--- src/rtl/muldiv_pkg.sv ---
// Shared MIPS SPECIAL-class encodings and HI/LO instruction decode for the
// multiply/divide unit.
package muldiv_pkg;

    localparam logic [5:0] OP_SPECIAL = 6'h00;

    localparam logic [5:0] FN_MFHI  = 6'h10;
    localparam logic [5:0] FN_MTHI  = 6'h11;
    localparam logic [5:0] FN_MFLO  = 6'h12;
    localparam logic [5:0] FN_MTLO  = 6'h13;
    localparam logic [5:0] FN_MULT  = 6'h18;
    localparam logic [5:0] FN_MULTU = 6'h19;
    localparam logic [5:0] FN_DIV   = 6'h1A;
    localparam logic [5:0] FN_DIVU  = 6'h1B;

    typedef enum logic [3:0] {
        HL_NONE,
        HL_MULT,
        HL_MULTU,
        HL_DIV,
        HL_DIVU,
        HL_MFHI,
        HL_MFLO,
        HL_MTHI,
        HL_MTLO
    } hilo_op_e;

    function automatic hilo_op_e decode_hilo(input logic [5:0] opcode,
                                             input logic [5:0] funct);
        hilo_op_e op;
        op = HL_NONE;
        if (opcode == OP_SPECIAL) begin
            case (funct)
                FN_MULT:  op = HL_MULT;
                FN_MULTU: op = HL_MULTU;
                FN_DIV:   op = HL_DIV;
                FN_DIVU:  op = HL_DIVU;
                FN_MFHI:  op = HL_MFHI;
                FN_MFLO:  op = HL_MFLO;
                FN_MTHI:  op = HL_MTHI;
                FN_MTLO:  op = HL_MTLO;
                default:  op = HL_NONE;
            endcase
        end
        return op;
    endfunction

endpackage

--- src/rtl/muldiv_core.sv ---
// Iterative datapath: radix-2 shift-add multiply and restoring divide on
// operand magnitudes, with combinational sign fixup of the final result.
module muldiv_core #(
    parameter int WIDTH = 32
) (
    input  logic             clk,
    input  logic             rst,
    input  logic             load,
    input  logic             step,
    input  logic             is_div,
    input  logic             is_signed,
    input  logic [WIDTH-1:0] a,
    input  logic [WIDTH-1:0] b,
    output logic [WIDTH-1:0] res_hi,
    output logic [WIDTH-1:0] res_lo,
    output logic [WIDTH-1:0] dividend
);

    // Multiply: acc = {partial product, remaining multiplier bits}.
    // Divide:   acc = {remainder, remaining dividend bits / quotient bits}.
    logic [2*WIDTH-1:0] acc_q;
    logic [WIDTH-1:0]   opnd_q;
    logic               div_q;
    logic               sign_a_q;
    logic               sign_b_q;

    logic             sign_a;
    logic             sign_b;
    logic [WIDTH-1:0] a_mag;
    logic [WIDTH-1:0] b_mag;

    assign sign_a = is_signed & a[WIDTH-1];
    assign sign_b = is_signed & b[WIDTH-1];
    assign a_mag  = sign_a ? -a : a;
    assign b_mag  = sign_b ? -b : b;

    logic [WIDTH-1:0] mul_addend;
    logic [WIDTH:0]   mul_sum;

    assign mul_addend = acc_q[0] ? opnd_q : {WIDTH{1'b0}};
    assign mul_sum    = {1'b0, acc_q[2*WIDTH-1:WIDTH]} + {1'b0, mul_addend};

    // The shifted partial remainder carries one guard bit; when it is at least
    // the divisor the true difference fits in WIDTH bits, so a modulo
    // subtraction of the low bits is exact.
    logic [WIDTH:0]   div_shift;
    logic             div_ge;
    logic [WIDTH-1:0] div_diff;

    assign div_shift = {acc_q[2*WIDTH-1:WIDTH], acc_q[WIDTH-1]};
    assign div_ge    = div_shift >= {1'b0, opnd_q};
    assign div_diff  = div_shift[WIDTH-1:0] - opnd_q;

    // NOTE: the datapath registers are reset as well, so an abort by reset
    // never leaves a stale partial product for the next operation to inherit.
    always_ff @(posedge clk or posedge rst) begin
        if (rst) begin
            acc_q    <= '0;
            opnd_q   <= '0;
            div_q    <= 1'b0;
            sign_a_q <= 1'b0;
            sign_b_q <= 1'b0;
        end else if (load) begin
            div_q    <= is_div;
            sign_a_q <= sign_a;
            sign_b_q <= sign_b;
            opnd_q   <= is_div ? b_mag : a_mag;
            acc_q    <= {{WIDTH{1'b0}}, (is_div ? a_mag : b_mag)};
        end else if (step) begin
            if (div_q) begin
                acc_q <= {(div_ge ? div_diff : div_shift[WIDTH-1:0]),
                          acc_q[WIDTH-2:0], div_ge};
            end else begin
                acc_q <= {mul_sum, acc_q[WIDTH-1:1]};
            end
        end
    end

    logic               neg_result;
    logic [2*WIDTH-1:0] product;
    logic [WIDTH-1:0]   quotient;
    logic [WIDTH-1:0]   remainder;

    assign neg_result = sign_a_q ^ sign_b_q;
    assign product    = neg_result ? -acc_q : acc_q;
    assign quotient   = neg_result ? -acc_q[WIDTH-1:0] : acc_q[WIDTH-1:0];
    assign remainder  = sign_a_q ? -acc_q[2*WIDTH-1:WIDTH] : acc_q[2*WIDTH-1:WIDTH];

    assign res_hi   = div_q ? remainder : product[2*WIDTH-1:WIDTH];
    assign res_lo   = div_q ? quotient  : product[WIDTH-1:0];
    // Before any step, the loaded dividend magnitude re-signed is the original rs.
    assign dividend = sign_a_q ? -acc_q[WIDTH-1:0] : acc_q[WIDTH-1:0];

endmodule

--- src/rtl/muldiv_unit.sv ---
// HI/LO multiply/divide unit: instruction decode, sequencing FSM, iteration
// counter, pipeline stall and the architectural HI/LO registers.
module muldiv_unit
    import muldiv_pkg::*;
#(
    parameter int WIDTH = 32,
    parameter int CNT_W = $clog2(WIDTH + 1)
) (
    input  logic             clk,
    input  logic             rst,
    input  logic             in_valid,
    input  logic [5:0]       opcode,
    input  logic [5:0]       funct,
    input  logic [WIDTH-1:0] rs_val,
    input  logic [WIDTH-1:0] rt_val,
    input  logic             flush,
    output logic             stall,
    output logic             busy,
    output logic [WIDTH-1:0] result,
    output logic [WIDTH-1:0] hi,
    output logic [WIDTH-1:0] lo
);

    typedef enum logic [2:0] {
        S_IDLE  = 3'd0,
        S_MUL   = 3'd1,
        S_DIV   = 3'd2,
        S_FIX   = 3'd3,
        S_DZERO = 3'd4
    } state_e;

    state_e           state_q, state_d;
    logic [CNT_W-1:0] cnt_q, cnt_d;
    logic [WIDTH-1:0] hi_q, hi_d;
    logic [WIDTH-1:0] lo_q, lo_d;
    logic             busy_q;

    hilo_op_e op;
    logic     hilo_op;
    logic     accept;

    assign op      = in_valid ? decode_hilo(opcode, funct) : HL_NONE;
    assign hilo_op = (op != HL_NONE);
    assign accept  = hilo_op && (state_q == S_IDLE) && !flush;
    assign stall   = hilo_op && (state_q != S_IDLE) && !flush;

    logic             core_load;
    logic             core_step;
    logic             core_is_div;
    logic             core_signed;
    logic [WIDTH-1:0] core_hi;
    logic [WIDTH-1:0] core_lo;
    logic [WIDTH-1:0] core_dividend;

    muldiv_core #(.WIDTH(WIDTH)) u_core (
        .clk       (clk),
        .rst       (rst),
        .load      (core_load),
        .step      (core_step),
        .is_div    (core_is_div),
        .is_signed (core_signed),
        .a         (rs_val),
        .b         (rt_val),
        .res_hi    (core_hi),
        .res_lo    (core_lo),
        .dividend  (core_dividend)
    );

    // NOTE: every signal driven here gets a default first, so no path through
    // the case statement can infer a latch.
    always_comb begin
        state_d     = state_q;
        cnt_d       = cnt_q;
        hi_d        = hi_q;
        lo_d        = lo_q;
        core_load   = 1'b0;
        core_step   = 1'b0;
        core_is_div = 1'b0;
        core_signed = 1'b0;
        result      = '0;

        case (state_q)
            S_IDLE: begin
                if (accept) begin
                    case (op)
                        HL_MULT, HL_MULTU: begin
                            core_load   = 1'b1;
                            core_signed = (op == HL_MULT);
                            cnt_d       = CNT_W'(WIDTH - 1);
                            state_d     = S_MUL;
                        end
                        HL_DIV, HL_DIVU: begin
                            core_load   = 1'b1;
                            core_is_div = 1'b1;
                            core_signed = (op == HL_DIV);
                            cnt_d       = CNT_W'(WIDTH - 1);
                            state_d     = (rt_val == '0) ? S_DZERO : S_DIV;
                        end
                        HL_MTHI: hi_d   = rs_val;
                        HL_MTLO: lo_d   = rs_val;
                        HL_MFHI: result = hi_q;
                        HL_MFLO: result = lo_q;
                        default: ;
                    endcase
                end
            end
            S_MUL, S_DIV: begin
                core_step = 1'b1;
                if (cnt_q == '0) begin
                    state_d = S_FIX;
                end else begin
                    cnt_d = cnt_q - CNT_W'(1);
                end
            end
            S_FIX: begin
                hi_d    = core_hi;
                lo_d    = core_lo;
                state_d = S_IDLE;
            end
            S_DZERO: begin
                hi_d    = core_dividend;
                lo_d    = '1;
                state_d = S_IDLE;
            end
            default: state_d = S_IDLE;
        endcase

        // An abort discards the in-flight operation and leaves HI/LO untouched.
        if (flush && state_q != S_IDLE) begin
            state_d   = S_IDLE;
            core_step = 1'b0;
            hi_d      = hi_q;
            lo_d      = lo_q;
        end
    end

    // NOTE: sequential state uses non-blocking assignments so every flop
    // samples the pre-edge values of the others.
    always_ff @(posedge clk or posedge rst) begin
        if (rst) begin
            state_q <= S_IDLE;
            cnt_q   <= '0;
            hi_q    <= '0;
            lo_q    <= '0;
            busy_q  <= 1'b0;
        end else begin
            state_q <= state_d;
            cnt_q   <= cnt_d;
            hi_q    <= hi_d;
            lo_q    <= lo_d;
            busy_q  <= (state_d != S_IDLE);
        end
    end

    assign busy = busy_q;
    assign hi   = hi_q;
    assign lo   = lo_q;

endmodule

--- config.mk ---
export PLATFORM = sky130hd
export DESIGN_NAME = muldiv_unit
export DESIGN_NICKNAME = d
export VERILOG_FILES = /design/src/rtl/muldiv_pkg.sv /design/src/rtl/muldiv_core.sv /design/src/rtl/muldiv_unit.sv
export SDC_FILE = /design/constraint.sdc
export NUM_CORES = 1
export LEC_CHECK = 0
export BUFFER_PORTS_ARGS = -buffer_cell sky130_fd_sc_hd__clkbuf_2
export CELL_PAD_IN_SITES_DETAIL_PLACEMENT = 1
export CELL_PAD_IN_SITES_GLOBAL_PLACEMENT = 1
export CORE_ASPECT_RATIO = 1.75
export CORE_UTILIZATION = 48
export CTS_BUF_LIST = sky130_fd_sc_hd__clkbuf_16
export CTS_CLUSTER_DIAMETER = 200
export DETAILED_ROUTE_END_ITERATION = 16
export PLACE_DENSITY_LB_ADDON = 0.1
export SYNTH_ARGS = -nofsm -noshare
export SYNTH_HDL_FRONTEND = slang
export SYNTH_SLANG_ARGS = --single-unit
--- constraint.sdc ---
create_clock -name clk -period 13.8 [get_ports clk]
set_input_delay 2.07 -clock clk [delete_from_list [all_inputs] [get_ports clk]]
set_output_delay 2.07 -clock clk [all_outputs]
set_load 0.005 [all_outputs]
==> results by group <==
Placed design
  • Port Buf Inserts: ~180
  • Post-detail-place hpwl: around 47,000 um
  • Routability cong.: 0.9602
  • Placed insts: around 2,700

Floorplanning
  • Die height: roughly 250 um
  • Core Region: 0.03363 sq mm
  • I/O pins: roughly 180
  • Area of the die: 0.03480 sq mm
  • Die width: approximately 140 um
  • Row count: 89
  • Initial core utilization: 0.4857

Timing
  • Fin crit period: approximately 6400 ps
  • Worst-margin pin slew: 1184 ps
  • Setup TNS: 0 ps
  • Skew final: approximately 19 ps
  • Fmax: 156.0 MHz
  • Period utilization: 0.4645
  • Headroom to the max-slew limit: 0.2051
  • Final Hold Viols: 0
  • Pins over their slew limit: 0
  • Worst hold slack: 499.3 ps
  • Final Setup Violations: 0
  • RSZ-0062 raised after global routing: false

GRT
  • Gr ovfl total: 0
  • First-pass GRT wire length: 96,430 um
  • Largest net degree at the start of global routing: 95
  • Vias in the first global route: approximately 17,000
  • GRT Total Usage: 0.3600
  • Antenna violations before repair: 2

Synth
  • Distinct cells, synth: 76
  • Mapped Cells: 2,199
  • Share of synthesized registers carrying an async set or reset: 1.000
  • Yosys reg bits: around 170
  • Synth warn: 0
  • Post-synth EDFFs: 0
  • Area of the mapped netlist: about 0.016 sq mm
  • Post-synthesis average cell area: roughly 7.4 sq um
  • Post-synth top flop: dfrtp_1
  • Syn nets: about 2,400
  • Seq/Total Area, Yosys: 0.2650

Finish
  • Area Overhead vs Synth: 10.72%
  • Share of cells above drive strength 1: 0.1219
  • Nets@finish: approximately 2,400
  • Final Util: 0.5378
  • Post-route insts no fill: approximately 2,700

Worst setup path
  • Max incr delay on CP: approximately 480 ps
  • Critical R2R Launch: u_core.acc_q[0]
  • CP Cell Sequence: clkbuf_2 > ha_1 > or2_2 > a21oi_1 > nand2_1 > nor3_2 > buf_4 > a22oi_1 > nor2_1 > clkbuf_2
  • Worst Setup End Kind: output port
  • Crit path required time: roughly 12,000 ps
  • CP Launch Point: funct[0]
  • CP Max Fanout: 32
  • Crit path DAT: about 4300 ps
  • R2R cell count: 10
  • Setup CP Type: in2out
  • Worst path most repeated cell: clkbuf_2
  • Slowest-stage cell, CP: a21oi_1
  • Startpoint types: input port

Power and ir drop
  • Worst vdd ir: roughly 0.000084 V
  • P_leak: around 7.7 nW
  • PwrDens: between 70 and 80 mW/mm^2
  • Total power: around 1.3 mW

Detailed routing
  • DR pass1 iterations: 5
  • DRC: 0
  • Wl on met1: 24,480 um
  • Met3 Wirelength: about 2400 um
  • Top sig layer: met5
  • Drt total wl: between 60,000 and 70,000 um
  • DRT iter0 DRCs: roughly 1,000
  • Via density: between 6 and 7
  • WL met2: ~32,000 um
  • Avg WL per Cell: around 23 um
  • Total number of vias: 17,140
  • Final ANT Viol Nets: 0

Clock tree
  • Clock Tree Buf Depth: 2
  • CTS H-Tree Depth: 4
  • Hold_buf cts: 0
  • Sink Count: around 170
  • CTS tree: yes
  • Num CTS Buffers: 17
  • Root buffer cell: clkbuf_16
  • CTS resizes: 0
  • # Post-CTS Setup Buffers: 0
  • Clock Latency Late Sink: 480 ps
  • Worst-path clk slew: 70 ps

Min path
  • Cell count of the worst hold path: 2
  • Hold Crit Class: reg2reg
  • Hold wc startpoint: u_core.opnd_q[16]

Flow run
  • Max cap viols: 0

Status
  • Status: finished, final reports clean
per-stage QoR:
stage / setup WS (ps) / area, sq um
final: 7390 / 18080
after CTS: 7378 / 18080
after global routing: 7191 / 18080
after detailed placement: 7387 / 17490
after global placement: 7530 / 17490
after floorplan: 7042 / 16330
critical path, delay by kind of cell:
| family | cells | cell delay, ps |
|---|---|---|
| AO/OA/AOI/OAI | 2 | 630 |
| AND/OR/NAND/NOR | 4 | 840 |
| adder cells (fa/ha/maj) | 1 | 190 |
| buffers and inverters | 3 | 570 |
registers in the layout, indices dropped and copies added (netlist names):
name	cells
u_core.opnd_q	32
hi	32
state_q	3
u_core.acc_q	64
u_core.div_q	1
lo	32
u_core.sign_a_q	1
cnt_q	6
busy	1
u_core.sign_b_q	1
path summary, 6_finish.rpt:
kind / end / slack [ps]
min reg2reg: u_core.opnd_q[16] / 500
max reg2reg: hi[24] / 9080
max: result[26] / 7390
min: u_core.opnd_q[16] / 500
min in group asynchronous: cnt_q[4] / 1630
max in group asynchronous: u_core.opnd_q[17] / 10050
where the power goes:
group          leakage, nW  internal, mW  switching (mW)  total, mW
combinational         5.15        0.0763           0.126      0.203
clock                0.292         0.270           0.244      0.514
sequential            2.21         0.525          0.0295      0.555
total                 7.65         0.871           0.400       1.27
cells by family (layout without fill, tap and decap cells):
| family | Yosys count | count (layout) | share of synthesized area |
|---|---|---|---|
| AO/OA/AOI/OAI | 723 | 723 | 0.2743 |
| buffers and inverters | 223 | 305 | 0.05201 |
| AND/OR/NAND/NOR | 747 | 747 | 0.2072 |
| multiplexers | 58 | 58 | 0.03608 |
| flip-flops | 173 | 173 | 0.2650 |
| other | 0 | 1 | 0 |
| adder cells (fa/ha/maj) | 74 | 74 | 0.05760 |
| XOR/XNOR | 201 | 201 | 0.1078 |
cell usage in the layout, fill, tap and decap left out, drive strengths merged, types with 24 or more instances in the layout:
cell	count
or3	24
o21ai	162
clkbuf	194
inv	75
a31oi	31
nor2	325
a21o	27
buf	27
a221oi	38
a21oi	257
mux2i	51
dfrtp	173
xnor2	77
a22oi	41
o31ai	31
ha	72
xor2	124
o211ai	49
nor3	50
nand2	194
final cells by class:
class                           instances  area (sq um)
Clock inverter                         15         162.7
Tap cell                              455         569.3
Multi-Input combinational cell       1803         11240
Inverter                               69         264.0
Antenna cell                            1         2.502
Sequential cell                       173          4333
Fill cell                            4395         15540
Timing Repair Buffer                  204          1089
Clock buffer                           17         425.4
layer usage:
metal,vias to the layer above,track usage
met4,2,0.1901
met3,155,0.03771
met1,8492,0.4106
met2,462,0.6556
li1,8025,-
met5,-,0
cell usage after synthesis, drive strengths merged (24+ instances only):
| master | count | area [sq um] |
|---|---|---|
| a221oi | 38 | 339.1 |
| a31oi | 31 | 193.9 |
| a22oi | 41 | 307.8 |
| o211ai | 49 | 367.9 |
| nor3 | 50 | 261.5 |
| xor2 | 124 | 1086 |
| nor2 | 325 | 1227 |
| nand2 | 194 | 728.2 |
| mux2i | 51 | 510.5 |
| o21ai | 162 | 810.8 |
| o31ai | 31 | 232.7 |
| or3 | 24 | 150.1 |
| a21o | 27 | 202.7 |
| inv | 69 | 259.0 |
| ha | 72 | 900.9 |
| a21oi | 257 | 1286 |
| dfrtp | 173 | 4329 |
| clkbuf | 137 | 514.2 |
| xnor2 | 77 | 674.4 |
No activity file was read; power rests on OpenSTA's default activity.
